$ cat src/rtl/isp_frame_sequencer.sv
// -----------------------------------------------------------------------------
// isp_frame_sequencer
//
// Sequences one Bayer frame into the demosaic stage. After a frame request it
// issues a one-cycle `start`, pulls pixels from a ready/valid source with a
// fixed idle gap between them, and tags each issued pixel with `end_col` /
// `end_pic` from internal counters. It then waits for the frame's last pixel
// to leave the pipeline tail before pulsing `done`.
//
// Optional feature macro: SEQ_TIMEOUT_EN
//   defined   : a 16-bit drain watchdog pulses `err` and returns to IDLE after
//               TIMEOUT cycles in DRAIN with no tail event.
//   undefined : `err` is tied 0 and DRAIN waits indefinitely.
//
// Ports
//   clk, rst_n            clock (rising edge), asynchronous active-low reset
//   frame_req             start one frame (sampled only in IDLE)
//   abort                 synchronous abort, highest priority, back to IDLE
//   src_valid/src_data    pixel source
//   src_ready             combinational, high only in FEED
//   start                 one-cycle frame start pulse (registered)
//   valid/data_in         registered pixel strobe and pixel to demosaic
//   end_col/end_pic       last-of-strip / last-of-frame, qualify `valid`
//   tail_valid/_last_pic  pipeline tail status, observed only in DRAIN
//   busy                  registered, high whenever the state is not IDLE
//   done                  one-cycle frame-complete pulse
//   err                   one-cycle drain-timeout pulse
// -----------------------------------------------------------------------------
module isp_frame_sequencer #(
  parameter int COLOR_DEPTH = 8,
  parameter int COL_LEN     = 64,
  parameter int PIC_LEN     = 128,
  parameter int GAP         = 2,
  parameter int TIMEOUT     = 1024
) (
  input  logic                   clk,
  input  logic                   rst_n,
  input  logic                   frame_req,
  input  logic                   abort,
  input  logic                   src_valid,
  input  logic [COLOR_DEPTH-1:0] src_data,
  output logic                   src_ready,
  output logic                   start,
  output logic                   valid,
  output logic [COLOR_DEPTH-1:0] data_in,
  output logic                   end_col,
  output logic                   end_pic,
  input  logic                   tail_valid,
  input  logic                   tail_last_pic,
  output logic                   busy,
  output logic                   done,
  output logic                   err
);

  localparam int CW = (COL_LEN > 1) ? $clog2(COL_LEN) : 1;
  localparam int PW = (PIC_LEN > 1) ? $clog2(PIC_LEN) : 1;
  localparam int GW = (GAP > 1) ? $clog2(GAP + 1) : 1;

  localparam logic [CW-1:0] COL_LAST = CW'(COL_LEN - 1);
  localparam logic [PW-1:0] PIX_LAST = PW'(PIC_LEN - 1);
  localparam logic [GW-1:0] GAP_LOAD = GW'(GAP);

  // Reject configurations the counters cannot represent.
  if ((COL_LEN < 1) || (PIC_LEN < COL_LEN) || ((PIC_LEN % COL_LEN) != 0) ||
      (GAP < 0) || (TIMEOUT < 1) || (TIMEOUT > 65536)) begin : g_bad_cfg
    $error("isp_frame_sequencer: illegal parameter combination");
  end

  typedef enum logic [2:0] {
    S_IDLE  = 3'd0,
    S_START = 3'd1,
    S_FEED  = 3'd2,
    S_GAPW  = 3'd3,
    S_DRAIN = 3'd4,
    S_DONE  = 3'd5
  } state_t;

  state_t                 state_q, state_d;
  logic [CW-1:0]          col_cnt_q, col_cnt_d;
  logic [PW-1:0]          pix_cnt_q, pix_cnt_d;
  logic [GW-1:0]          gap_cnt_q, gap_cnt_d;
  logic [COLOR_DEPTH-1:0] data_in_q, data_in_d;
  logic                   valid_q, valid_d;
  logic                   start_q, start_d;
  logic                   end_col_q, end_col_d;
  logic                   end_pic_q, end_pic_d;
  logic                   busy_q, busy_d;
  logic                   done_q, done_d;
  logic                   hs_s;
  logic                   last_pix_s;

`ifdef SEQ_TIMEOUT_EN
  localparam logic [15:0] TO_LAST = 16'(TIMEOUT - 1);
  logic [15:0]            to_cnt_q, to_cnt_d;
  logic                   err_q, err_d;
`endif

  // Ready is decoded straight from state so the source sees it in the FEED cycle.
  assign src_ready  = (state_q == S_FEED);
  assign hs_s       = src_valid && src_ready;
  assign last_pix_s = (pix_cnt_q == PIX_LAST);

  // Next-state, counter and registered-output computation.
  always_comb begin
    state_d   = state_q;
    col_cnt_d = col_cnt_q;
    pix_cnt_d = pix_cnt_q;
    gap_cnt_d = gap_cnt_q;
    data_in_d = data_in_q;
    valid_d   = 1'b0;
    start_d   = 1'b0;
    end_col_d = 1'b0;
    end_pic_d = 1'b0;
    done_d    = 1'b0;
`ifdef SEQ_TIMEOUT_EN
    to_cnt_d  = to_cnt_q;
    err_d     = 1'b0;
`endif

    case (state_q)
      S_IDLE: begin
        if (frame_req) begin
          state_d = S_START;
          start_d = 1'b1;
        end else begin
          state_d = S_IDLE;
        end
      end

      S_START: begin
        col_cnt_d = '0;
        pix_cnt_d = '0;
        if (GAP == 0) begin
          state_d = S_FEED;
        end else begin
          state_d   = S_GAPW;
          gap_cnt_d = GAP_LOAD;
        end
      end

      S_FEED: begin
        if (hs_s) begin
          data_in_d = src_data;
          valid_d   = 1'b1;
          end_col_d = (col_cnt_q == COL_LAST);
          end_pic_d = last_pix_s;
          col_cnt_d = (col_cnt_q == COL_LAST) ? '0 : col_cnt_q + CW'(1);
          pix_cnt_d = last_pix_s ? '0 : pix_cnt_q + PW'(1);
          if (last_pix_s) begin
            state_d = S_DRAIN;
`ifdef SEQ_TIMEOUT_EN
            to_cnt_d = '0;
`endif
          end else if (GAP == 0) begin
            state_d = S_FEED;
          end else begin
            state_d   = S_GAPW;
            gap_cnt_d = GAP_LOAD;
          end
        end else begin
          state_d = S_FEED;
        end
      end

      S_GAPW: begin
        // The count reaching 1 ends the gap, so exactly GAP cycles are spent here.
        if (gap_cnt_q <= GW'(1)) begin
          state_d = S_FEED;
        end else begin
          gap_cnt_d = gap_cnt_q - GW'(1);
        end
      end

      S_DRAIN: begin
        if (tail_valid && tail_last_pic) begin
          state_d = S_DONE;
          done_d  = 1'b1;
        end else begin
`ifdef SEQ_TIMEOUT_EN
          if (to_cnt_q == TO_LAST) begin
            state_d = S_IDLE;
            err_d   = 1'b1;
          end else begin
            to_cnt_d = to_cnt_q + 16'd1;
          end
`else
          state_d = S_DRAIN;
`endif
        end
      end

      S_DONE: begin
        state_d = S_IDLE;
      end

      default: begin
        state_d = S_IDLE;
      end
    endcase

    // Abort overrides every transition and suppresses all strobes.
    if (abort) begin
      state_d   = S_IDLE;
      col_cnt_d = '0;
      pix_cnt_d = '0;
      gap_cnt_d = '0;
      valid_d   = 1'b0;
      start_d   = 1'b0;
      end_col_d = 1'b0;
      end_pic_d = 1'b0;
      done_d    = 1'b0;
`ifdef SEQ_TIMEOUT_EN
      to_cnt_d  = '0;
      err_d     = 1'b0;
`endif
    end else begin
      state_d = state_d;
    end

    busy_d = (state_d != S_IDLE);
  end

  // State, counters and registered outputs.
  always_ff @(posedge clk or negedge rst_n) begin
    if (!rst_n) begin
      state_q   <= S_IDLE;
      col_cnt_q <= '0;
      pix_cnt_q <= '0;
      gap_cnt_q <= '0;
      data_in_q <= '0;
      valid_q   <= 1'b0;
      start_q   <= 1'b0;
      end_col_q <= 1'b0;
      end_pic_q <= 1'b0;
      busy_q    <= 1'b0;
      done_q    <= 1'b0;
`ifdef SEQ_TIMEOUT_EN
      to_cnt_q  <= '0;
      err_q     <= 1'b0;
`endif
    end else begin
      state_q   <= state_d;
      col_cnt_q <= col_cnt_d;
      pix_cnt_q <= pix_cnt_d;
      gap_cnt_q <= gap_cnt_d;
      data_in_q <= data_in_d;
      valid_q   <= valid_d;
      start_q   <= start_d;
      end_col_q <= end_col_d;
      end_pic_q <= end_pic_d;
      busy_q    <= busy_d;
      done_q    <= done_d;
`ifdef SEQ_TIMEOUT_EN
      to_cnt_q  <= to_cnt_d;
      err_q     <= err_d;
`endif
    end
  end

  assign start   = start_q;
  assign valid   = valid_q;
  assign data_in = data_in_q;
  assign end_col = end_col_q;
  assign end_pic = end_pic_q;
  assign busy    = busy_q;
  assign done    = done_q;
`ifdef SEQ_TIMEOUT_EN
  assign err     = err_q;
`else
  assign err     = 1'b0;
`endif

endmodule

$ cat config.mk
export PLATFORM = sky130hd
export DESIGN_NAME = isp_frame_sequencer
export DESIGN_NICKNAME = d
export VERILOG_FILES = /design/src/rtl/isp_frame_sequencer.sv
export SDC_FILE = /design/constraint.sdc
export NUM_CORES = 1
export LEC_CHECK = 0
export CAP_MARGIN = 20
export CORE_MARGIN = 1.5
export CORE_UTILIZATION = 54
export DETAILED_ROUTE_END_ITERATION = 10
export GPL_TIMING_DRIVEN = 0
export PLACE_DENSITY = 0.82
export SETUP_SLACK_MARGIN = 0.02
export SYNTH_ARGS = -nofsm -noshare
export SYNTH_HDL_FRONTEND = slang
export SYNTH_SLANG_ARGS = --single-unit
$ cat constraint.sdc
create_clock -name clk -period 5.7 [get_ports clk]
set_input_delay 0.855 -clock clk [delete_from_list [all_inputs] [get_ports clk]]
set_output_delay 0.855 -clock clk [all_outputs]
set_load 0.005 [all_outputs]
==> metrics.md <==
| Metric | Value |
|---|---|
| Root buf cell | `clkbuf_4` |
| Routed WL | `between 3 and 4 mm` |
| Min Tclk post-route | `about 2.5 ns` |
| Library cells used by synthesis | `41` |
| Status | `completed` |
| Nets | `192` |
| Met2 usage | `38.8%` |
| Clock insertion delay at the later pin of the skew report | `0.34 ns` |
| Power Density | `299 mW/mm^2` |
| Worst min-delay path class | `register to register` |
| Register Area | `801 sq um` |
| Largest net degree at the start of global routing | `18` |
| FP Rows | `18` |
| Final setup viols | `0` |
| Synth Flop Type | `dfrtp_1` |
| Setup TNS | `0 ns` |
| Period utilization | `between 40 and 50%` |
| CTS tree | `done` |
| Max Clk Rate | `around 400 MHz` |
| YS warnings | `0` |
| Asr flop ratio synth | `between 90% and 100%` |
| Mux share of post-synthesis cell area | `under 10%` |
| DRT iter0 DRCs | `34` |
| Hold WS | `0.488 ns` |
| Fillcell total | `190` |
| Critical Path Source Type | `register` |
| Ports | `31` |
| Synth Area in Simple Gates | `between 10% and 20%` |
| M3 GR Usage | `a little over 7%` |
| Final hold violations | `0` |
| Chip Height | `between 50 and 60 um` |
| Post-Syn Area | `approximately 0.0015 sq mm` |
| Grt met1 use | `around 28%` |
| Synth Area in Adders | `around 2.5%` |
| Crit path required time | `4.85 ns` |
| Most Crowded Layer GR | `met2` |
| Total core area | `0.00254 sq mm` |
| CP max-delay cell | `clkdlybuf4s50_1` |
| CP endpoint kind | `primary output` |
| Drt drc | `0` |
| H-tree depth | `2` |
| N_diodes | `0` |
| Layout cells sized above 1 | `15.4%` |
| Resized cells post-CTS | `0` |
| CP Class | `register to primary output` |
| Die Width | `~55 um` |
| Initial antenna violation count | `0` |
| Peak supply drop | `0.265 mV` |
| Max Cap Viol | `0` |
| Leakage power | `0.000852 uW` |
| Global-route usage over all layers | `23.3%` |
| Most frequent cells in the layout | `dfrtp_1 (32), clkdlybuf4s50_1 (28), nor2_1 (11), nand2_1 (9), mux2_2 (9)` |
| Post-Syn Nets | `between 150 and 200` |
| Unrepaired setup endpoints after global routing | `false` |
| FF+latch count, synth | `32` |
| Dominant delay contributor by cell family on the critical path | `buffers and inverters` |
| Port bufs | `28` |
| Vias after detailed routing | `between 1k and 1.5k` |
| CP Buf/Inv Count | `2` |
| CP cell instances | `buf_2 -> nor3_1 -> clkdlybuf4s50_1` |
| Register clock-pin slew on the reported worst setup and hold paths | `~0.10 ns` |
| Post-CTS setup buffers | `0` |
| Placer Congestion | `0.826` |
| Vias per cell | `between 5 and 6` |
| Main combinational cell family by area after synthesis | `simple AND/OR/NAND/NOR gates` |
| Post-CTS Hold Buffers | `0` |
| Post-synthesis xor/xnor area fraction | `roughly 1.8%` |
| Number of global-route vias before repair | `roughly 1.2k` |
| Relative slew margins | `around two fifths` |
| Max Slew Vio Count | `0` |
| Starting Density | `58.5%` |
| CTS sink cnt | `32` |
| Slowest cell delay on critical path | `0.53 ns` |
| CTS buffer count | `5` |
| TritonRoute pass-1 iters | `4` |
| Per-cell routed wire length | `around 15 um` |
| Slew at the pin closest to its max-slew limit | `0.868 ns` |
| Synth top area share | `between 50% and 60%` |
| GRT overflow | `0` |
| Synth area leader | `dfrtp_1` |
| Seq/Total Area, Yosys | `53.8%` |
| Number of synthesized flops with an enable pin | `0` |
| Multi-input gate area | `~620 sq um` |
| Bufs on Longest Clock Path | `2` |
| Commonest non-fill, non-tap cell in the layout | `dfrtp_1` |
| Post-route ant nets | `0` |
| Die Area | `0.00308 sq mm` |
| Worst Path Max Fanout | `10` |
| Post-DP HPWL | `between 2 and 2.5 mm` |
| Post-Syn Instances | `~140` |
| Final Skew | `0.0116 ns` |
| Crit path DAT | `~1.7 ns` |
| Syn_area_per_cell | `~11 sq um` |
| Synth Area in Compound Gates | `between 10 and 15%` |
| Synth area leaders | `dfrtp_1 (54%), mux2_2 (6.8%), nor2_1 (2.8%), ha_1 (2.5%), nand2_1 (2.3%)` |
| First-pass GRT wire length | `around 5.6 mm` |
| P&R area growth vs syn | `27.2%` |
flip-flops by register name, indices dropped and copies added, names as in the netlist:
register	cells
data_in	8
pix_cnt_q	7
col_cnt_q	6
state_q	3
gap_cnt_q	2
busy	1
done	1
end_col	1
end_pic	1
start	1
valid	1
layout make-up:
cell class / count / area share, %
flip-flops and latches: 32 / 42.3
multi-input cells: 92 / 32.7
repair buffers: 29 / 16.3
clock buffers: 8 / 3.11
plain buffers: 7 / 2.18
well taps: 30 / 1.98
inverters: 7 / 1.46
metrics by stage:
stage	total power [uW]	setup slack, ns	cells	utilization (%)	cell area, sq um
after CTS	571	3.20	205	74.3	1890
after floorplan	345	3.44	138	-	1490
after global placement	424	3.10	196	70.9	1810
after global routing	598	3.13	205	74.3	1890
after detailed placement	435	3.06	197	72.0	1830
final	566	3.17	205	74.3	1890
synth_stat cells, types with 2 or more instances:
cell type  count
a21oi_1        6
mux2_2         9
or2_2          2
nor3_1         3
nand3_1        4
clkbuf_1       2
nor2_1        11
xor2_1         3
o21ai_0        4
o21bai_1       2
buf_2          3
or4b_1         2
or4_1          2
ha_1           3
a31oi_1        4
o21ai_1        5
inv_1          6
dfrtp_1       32
and3_1         4
a21o_1         2
nand2_1        9
worst paths after layout:
path                       cells after the start      endpoint         start  slack, ns
max                                            3     src_ready    state_q[0]       3.17
min                                            1  col_cnt_q[2]  col_cnt_q[2]       0.49
max reg2reg                                    5          busy  pix_cnt_q[0]       3.67
min reg2reg                                    1  col_cnt_q[2]  col_cnt_q[2]       0.49
max in group asynchronous                      2  gap_cnt_q[0]         rst_n       4.13
min in group asynchronous                      1  col_cnt_q[5]         rst_n       1.00
logic make-up after synthesis:
kind of cell    Yosys count
compound gates           30
other cells               1
simple gates             45
fa+ha+maj                 3
mux                      10
xor+xnor                  3
buf+inv                  14
flops                    32
layer usage:
metal / vias up / share of wire (%)
li1: 562 / -
met1: 578 / 42
met2: 40 / 50
met3: 2 / 7.4
met4: 0 / 0.46
met5: - / 0
power breakdown:
part           internal, uW  leakage, uW  total, uW  switching (uW)
Sequential              260     0.000422        278            18.1
Combinational          94.4     0.000397        151            56.6
Clock                  60.8    0.0000326        136            75.7
Power figures use the tool's default switching activity.
